### config.mk
export PLATFORM = sky130hd
export DESIGN_NAME = mem_port_arbiter
export DESIGN_NICKNAME = d
export VERILOG_FILES = /design/src/rtl/cpu_defs.sv /design/src/rtl/mux_21.sv /design/src/rtl/mem_port_arbiter.sv
export SDC_FILE = /design/constraint.sdc
export NUM_CORES = 1
export LEC_CHECK = 0
export ABC_AREA = 1
export ABC_CLOCK_PERIOD_IN_PS = 2200
export CORE_AREA = 2 2 103 105
export DETAILED_ROUTE_END_ITERATION = 16
export DIE_AREA = 0 0 105 107
export PLACE_DENSITY = 0.71
export SLEW_MARGIN = 20
export SYNTH_ARGS = -nofsm -noshare
export SYNTH_HDL_FRONTEND = slang
export SYNTH_SLANG_ARGS = --single-unit
### constraint.sdc
create_clock -name clk -period 2.2 [get_ports clk]
set_input_delay 0.33 -clock clk [delete_from_list [all_inputs] [get_ports clk]]
set_output_delay 0.33 -clock clk [all_outputs]
set_load 0.05 [all_outputs]
### src/rtl/cpu_defs.sv
// Shared definitions for the memory port arbiter: FSM state encoding and port indices.
package cpu_defs;

    typedef enum logic [1:0] {
        IDLE = 2'd0,
        BUSY = 2'd1,
        DONE = 2'd2
    } state_e;

    localparam logic PORT_IF  = 1'b0;  // instruction fetch requester
    localparam logic PORT_MEM = 1'b1;  // data load/store requester

endpackage

### src/rtl/mux_21.sv
// Generic 2:1 mux.
// Ports: i_sel selects i_d1 when high, i_d0 when low; o_y is the selected input.
module mux_21 #(
    parameter int unsigned WIDTH = 1
) (
    input  logic             i_sel,
    input  logic [WIDTH-1:0] i_d0,
    input  logic [WIDTH-1:0] i_d1,
    output logic [WIDTH-1:0] o_y
);

    assign o_y = i_sel ? i_d1 : i_d0;

endmodule

### src/rtl/mem_port_arbiter.sv
// Two-port arbiter sharing one single-ported memory between instruction fetch
// (port 0) and data load/store (port 1). The winner is held for one complete
// memory transaction, then a turnaround cycle carries the ack pulse.
// Ports:
//   clk, rst_n                      clock, async active-low reset
//   req*/we*/addr*/wdata*           requester inputs, held until ack
//   ack0/ack1                       registered one-cycle completion pulses
//   rdata                           registered read data, valid in the ack cycle
//   sel                             registered grant, drives the request muxes
//   mem_req/mem_we/mem_addr/mem_wdata  memory request side (combinational)
//   mem_ack/mem_rdata               memory completion and read data
module mem_port_arbiter
    import cpu_defs::*;
#(
    parameter int unsigned AW = 32,
    parameter int unsigned DW = 32,
    parameter bit          RR = 1'b1
) (
    input  logic          clk,
    input  logic          rst_n,
    input  logic          req0,
    input  logic          we0,
    input  logic [AW-1:0] addr0,
    input  logic [DW-1:0] wdata0,
    input  logic          req1,
    input  logic          we1,
    input  logic [AW-1:0] addr1,
    input  logic [DW-1:0] wdata1,
    output logic          ack0,
    output logic          ack1,
    output logic [DW-1:0] rdata,
    output logic          sel,
    output logic          mem_req,
    output logic          mem_we,
    output logic [AW-1:0] mem_addr,
    output logic [DW-1:0] mem_wdata,
    input  logic          mem_ack,
    input  logic [DW-1:0] mem_rdata
);

    state_e        r_state;
    logic          r_sel;
    logic          r_last;
    logic          r_ack0;
    logic          r_ack1;
    logic [DW-1:0] r_rdata;

    state_e        w_state_nxt;
    logic          w_sel_nxt;
    logic          w_last_nxt;
    logic          w_ack0_nxt;
    logic          w_ack1_nxt;
    logic [DW-1:0] w_rdata_nxt;
    logic          w_mem_req;
    logic          w_tie_grant;

    // State and registered outputs; reset aborts any transaction in flight.
    always_ff @(posedge clk or negedge rst_n) begin
        if (!rst_n) begin
            r_state <= IDLE;
            r_sel   <= PORT_IF;
            r_last  <= PORT_MEM;  // port 0 wins the first tie
            r_ack0  <= 1'b0;
            r_ack1  <= 1'b0;
            r_rdata <= '0;
        end else begin
            r_state <= w_state_nxt;
            r_sel   <= w_sel_nxt;
            r_last  <= w_last_nxt;
            r_ack0  <= w_ack0_nxt;
            r_ack1  <= w_ack1_nxt;
            r_rdata <= w_rdata_nxt;
        end
    end

    // Arbitration, transaction tracking and ack generation.
    always_comb begin
        w_state_nxt = r_state;
        w_sel_nxt   = r_sel;
        w_last_nxt  = r_last;
        w_ack0_nxt  = 1'b0;
        w_ack1_nxt  = 1'b0;
        w_rdata_nxt = r_rdata;
        w_mem_req   = 1'b0;
        w_tie_grant = RR ? ~r_last : PORT_MEM;

        unique case (r_state)
            IDLE: begin
                if (req0 && req1) begin
                    w_sel_nxt   = w_tie_grant;
                    w_last_nxt  = w_tie_grant;
                    w_state_nxt = BUSY;
                end else if (req0) begin
                    w_sel_nxt   = PORT_IF;
                    w_state_nxt = BUSY;
                end else if (req1) begin
                    w_sel_nxt   = PORT_MEM;
                    w_state_nxt = BUSY;
                end
            end
            BUSY: begin
                // Requester inputs are not looked at here, so an early req drop
                // cannot cut the transaction short.
                w_mem_req = 1'b1;
                if (mem_ack) begin
                    w_rdata_nxt = mem_rdata;
                    w_ack0_nxt  = (r_sel == PORT_IF);
                    w_ack1_nxt  = (r_sel == PORT_MEM);
                    w_state_nxt = DONE;
                end
            end
            DONE: begin
                w_state_nxt = IDLE;
            end
            default: begin
                w_state_nxt = IDLE;
            end
        endcase
    end

    // Request muxes follow the registered grant.
    mux_21 #(.WIDTH(AW)) u_addr_mux (
        .i_sel (r_sel),
        .i_d0  (addr0),
        .i_d1  (addr1),
        .o_y   (mem_addr)
    );

    mux_21 #(.WIDTH(DW)) u_wdata_mux (
        .i_sel (r_sel),
        .i_d0  (wdata0),
        .i_d1  (wdata1),
        .o_y   (mem_wdata)
    );

    mux_21 #(.WIDTH(1)) u_we_mux (
        .i_sel (r_sel),
        .i_d0  (we0),
        .i_d1  (we1),
        .o_y   (mem_we)
    );

    assign mem_req = w_mem_req;
    assign ack0    = r_ack0;
    assign ack1    = r_ack1;
    assign rdata   = r_rdata;
    assign sel     = r_sel;

endmodule

## Yosys cells after proc, flatten, opt, wreduce, memory -nomap -nowiden

Cells that the tools add are included.
W data, S select, Z words.

| storage, ports and cells | value |
|---|---|
| flip-flop bits (word level) | 38 |
| bits of input ports | 167 |
| logic and storage cells | 34 |

| cells by class | value |
|---|---|
| equality and inequality tests | 3 |
| muxes and demuxes | 16 |
| bitwise gates (word level) | 2 |
| reductions and logical operators | 7 |

Operators by type and width:

| kind | number |
|---|---|
| $mux W32 | 2 |
| $mux W1 | 9 |
| $mux W2 | 4 |
| $reduce_and A2 Y1 | 4 |
| $ne A4 B4 Y1 const B | 1 |
| $pmux W2 S2 | 1 |
| $reduce_bool A3 Y1 | 1 |
| $eq A2 B1 Y1 const B | 1 |
| $logic_not A2 Y1 | 1 |
| $ne A2 B2 Y1 const B | 1 |
| $not A1 Y1 | 2 |
| $logic_and A1 B1 Y1 | 1 |

## Depth between registers and ports, before layout

| logic depth | value |
|---|---|
| word-level depth | 4 |
| mapped depth | 6 |

## Hierarchy

A second synthesis with hierarchy kept.

| unflattened totals | value |
|---|---|
| cell total of the unflattened synthesis | 382 |
| area total of the unflattened synthesis | 2542.4 um2 |

Modules (own cells, without submodules):

| module | times used | cells an instance | area an instance (um2) | sequential area each (um2) |
|---|---|---|---|---|
| mem_port_arbiter | 1 | 170 | 1544.0 | 952.2 |
| mux_21 (u_addr_mux ...) | 2 | 104 | 491.7 | 0.0 |
| mux_21 (u_we_mux) | 1 | 4 | 15.0 | 0.0 |

## Worst setup path after synthesis

No wires, ideal clock.

| path | value |
|---|---|
| kind | register -> output |
| start | register r_sel, in the netlist sel |
| end | output mem_addr[10] |
| arrival time | 1.519 ns |
| slack | 0.351 ns |
| cell stages (with the launch flop) | 6 |
| path buffers | 3 |
| cell sequence | dfrtp_1 > clkbuf_2 > buf_4 > buf_4 > nand2_1 > nand2_1 |

| on the way | value |
|---|---|
| word-level cells in the longest chain between the ends | 1 |

Ends and longest elaborated chain:

| what | RTL line | RTL |
|---|---|---|
| start: declaration | mem_port_arbiter.sv:42 | `logic r_sel;` |
| start signal: assignment | mem_port_arbiter.sv:68 | `r_sel <= w_sel_nxt;` |
| $mux W32 | mux_21.sv:12 | `assign o_y = i_sel ? i_d1 : i_d0;` |
| end: declaration | mem_port_arbiter.sv:35 | `output logic [AW-1:0] mem_addr,` |

No other way between the ends.

## Worst setup path in the final report

| path | value |
|---|---|
| start | register r_sel, in the netlist sel |
| end | output mem_wdata[19] |

| on the way | value |
|---|---|
| word-level cells in the longest chain between the ends | 1 |

Ends and longest elaborated chain:

| what | RTL line | RTL |
|---|---|---|
| $mux W32 | mux_21.sv:12 |  |
| end: declaration | mem_port_arbiter.sv:36 | `output logic [DW-1:0] mem_wdata,` |

No other way between the ends.

==> reports/results.ini <==
[global_routing]
gr-usage-met3_pct = 5.71
grt_max_degree = 58
grt_use_total_pct = 19.7
globalRoute.totalOverflow = 0
via_count_of_the_first_global_routing_pass = 3282
antenna_found_initial = 0
grt_first_pass_wirelength_um = 17900
grt-busiest-layer = met2
grt_use_met1_pct = 23.2
use_met2_pct = 35.2

[power_and_ir_drop]
internal_power_mw = 4.39
switching_power_mw = 5.08
vdd_drop_max_mv = 0.795
power.share.combinational_pct = 81.5
switching_share_pct = 53.7
power.static_leakage_nw = 2.88
p_clk_share_pct = 5.3
seq_power_share_pct = 13.1
power-per-cell-area_nw_per_um2 = 1610

[sta]
skew_ps = 7.08
hold_violations = 0
setup_viol = 0
final.min_clock_period_ps = 1990
final_slew_violations = 0
setup_total_negative_slack_ps = 0
rsz_0062_raised_after_global_routing = no
slew_headroom_pct = 43.2
max_freq_mhz = 502
tightest_slew_ps = 852
fin_crit_sh_pct = 90.6

[die]
core-area_um2 = 10100
chipWidth_um = 105
num_io_pins = 268
die-area_um2 = 11200
start_util_pct = 23.4
fp.dieH_um = 107
row_count = 37

[finish]
layout-drive-gt1-share_pct = 14.0
filler_cells = 889
layout.nets = 803
diodes = 0
syn2layout_area_growth_pct = 148
final_util_pct = 58.2

[run_status]
status = finished clean

[placement]
port_buffers = 267
dp_hpwl_um = 9240
globalplace.congestion = 0.863

[clock_network]
cts-root-to-sink-buffers = 2
clock_tree_from_tritoncts = yes
cts_hold_buffers = 0
post-cts-setup-buffers = 0
clkLatencyLatePin_ps = 290
htreeDepth = 2
numCtsBuffers = 5
worst_setup_hold_path_clk_slew_ps = 80
post_cts_resized = 0
cts.root.buffer_cell = clkbuf_8
tritoncts_num_sinks = 38

[worst_setup_path]
timing.critical_path.fanout_max = 40
critPathSlowestCell = dfrtp_2
crit_arrival_ps = 1660
timing.critical_path.slowest_cell_delay_ps = 510
timing.critical_path.from_type = register
most_prevalent_standard_cell_on_the_critical_path = nand2_1
crit_path_end_kind = primary output
cp.buffers_inverters = 3
critical_path_required_time_ps = 1870
criticalPathCategory = register to primary output
cp_cell_sequence = inv_2 > buf_4 > nand2_1 > nand2_1 > buf_12
path_delay_family = buffers and inverters

[logic_synthesis]
synth_cells = 380
synthesis.area_per_instance_um2 = 6.22
yosys_register_bits = 38
ys_types = 13
share_of_the_synthesized_area_in_the_top_cell_type_pct = 42.7
ys_seq_area_share_pct = 40.3
yosys_warnings = 0
synth_top_cells_by_area = nand2_1 43%, dfrtp_1 39%, nand3_1 7.2%, buf_4 4.8%, buf_2 1.9%
netlist_area_um2 = 2360
synth.largest_area_cell = nand2_1
synth_fp_nets = 547

[detailed_routing]
first_iter_violations = 203
drt_via_density = 4.40
wl_cell_um = 14.8
routed_wl_um = 11400
num_vias = 3404
dr.pass1.iters = 4
drc = 0
drt.antenna.violating_nets = 0

[worst_hold_path]
timing.hold.worst.class = input port to asynchronous set/reset pin

[job]
drv_cap = 0

## sequential cells by signal (all words and copies together), names as in the netlist
name,count
ack1,1
rdata,32
r_state,2
sel,1
ack0,1
r_last,1
## Yosys cell counts, drive strengths merged
library cell and count:
nand2 269, dfrtp 37, nand3 35, buf 24
inv 8, nor2 4, clkbuf 1, dfstp 1
o21ai 1
## logic make-up (layout without fill, tap and decap cells)
logic type,Yosys count,count (layout),synth area share [%]
flops,38,38,40.3
buf+inv,33,290,8.16
compound gates,1,1,0.212
simple gates,308,308,51.3
## power by group through the flow
stage	combinational [mW]	sequential, mW	clock, mW
6_report	7.72	1.25	0.505
2_1_floorplan	3.18	2.24	0
4_1_cts	7.78	1.25	0.523
3_3_place_gp	7.69	1.24	0
5_1_grt	8.04	1.29	0.551
3_5_place_dp	7.76	1.25	0
## worst paths after layout
path                             from             to  slack [ps]  depth (start not counted)
max                               sel  mem_wdata[19]         210                          5
min                             rst_n      rdata[10]         150                          1
max reg2reg                r_state[0]       rdata[5]         940                          5
min reg2reg                    r_last         r_last         470                          2
max in group asynchronous       rst_n            sel        1460                          1
min in group clk               r_last         r_last         470                          2
## cell type report
class / count / area (µm²) / area share [%]
Multi-Input combinational cell: 309 / 1220 / 20.7
Sequential cell: 38 / 953 / 16.2
Clock buffer: 6 / 82.6 / 1.41
Tap cell: 136 / 170 / 2.90
Inverter: 8 / 30.0 / 0.512
Timing Repair Buffer: 274 / 3400 / 58.0
Clock inverter: 2 / 12.5 / 0.213
## layout by cell type, fill, tap and decap left out
cell type / instances
clkinv_2: 1
buf_12: 68
nor2_4: 1
nand3_1: 34
clkdlybuf4s50_1: 199
dfrtp_2: 1
buf_4: 6
clkbuf_8: 6
nand2_1: 269
buf_2: 1
o21ai_0: 1
nor2_1: 3
nand3_2: 1
clkinvlp_4: 1
dfstp_2: 1
inv_2: 2
inv_1: 6
dfrtp_1: 36
## per-stage QoR
step	setup WS, ps	area (µm²)	hold slack, ps	total power [mW]	std cells
after floorplan	351	2360	34.4	5.41	380
after global placement	531	5770	458	8.93	765
after detailed placement	535	5770	465	9.01	765
after CTS	213	5870	172	9.55	773
after global routing	94.1	5870	212	9.88	773
final	207	5870	147	9.47	773
## metal layers
layer / routed length, µm / vias to the layer above
li1: - / 1658
met1: 4560 / 1543
met2: 5720 / 184
met3: 971 / 19
met4: 191 / 0
met5: 0 / -
Power figures use the tool's default switching activity.
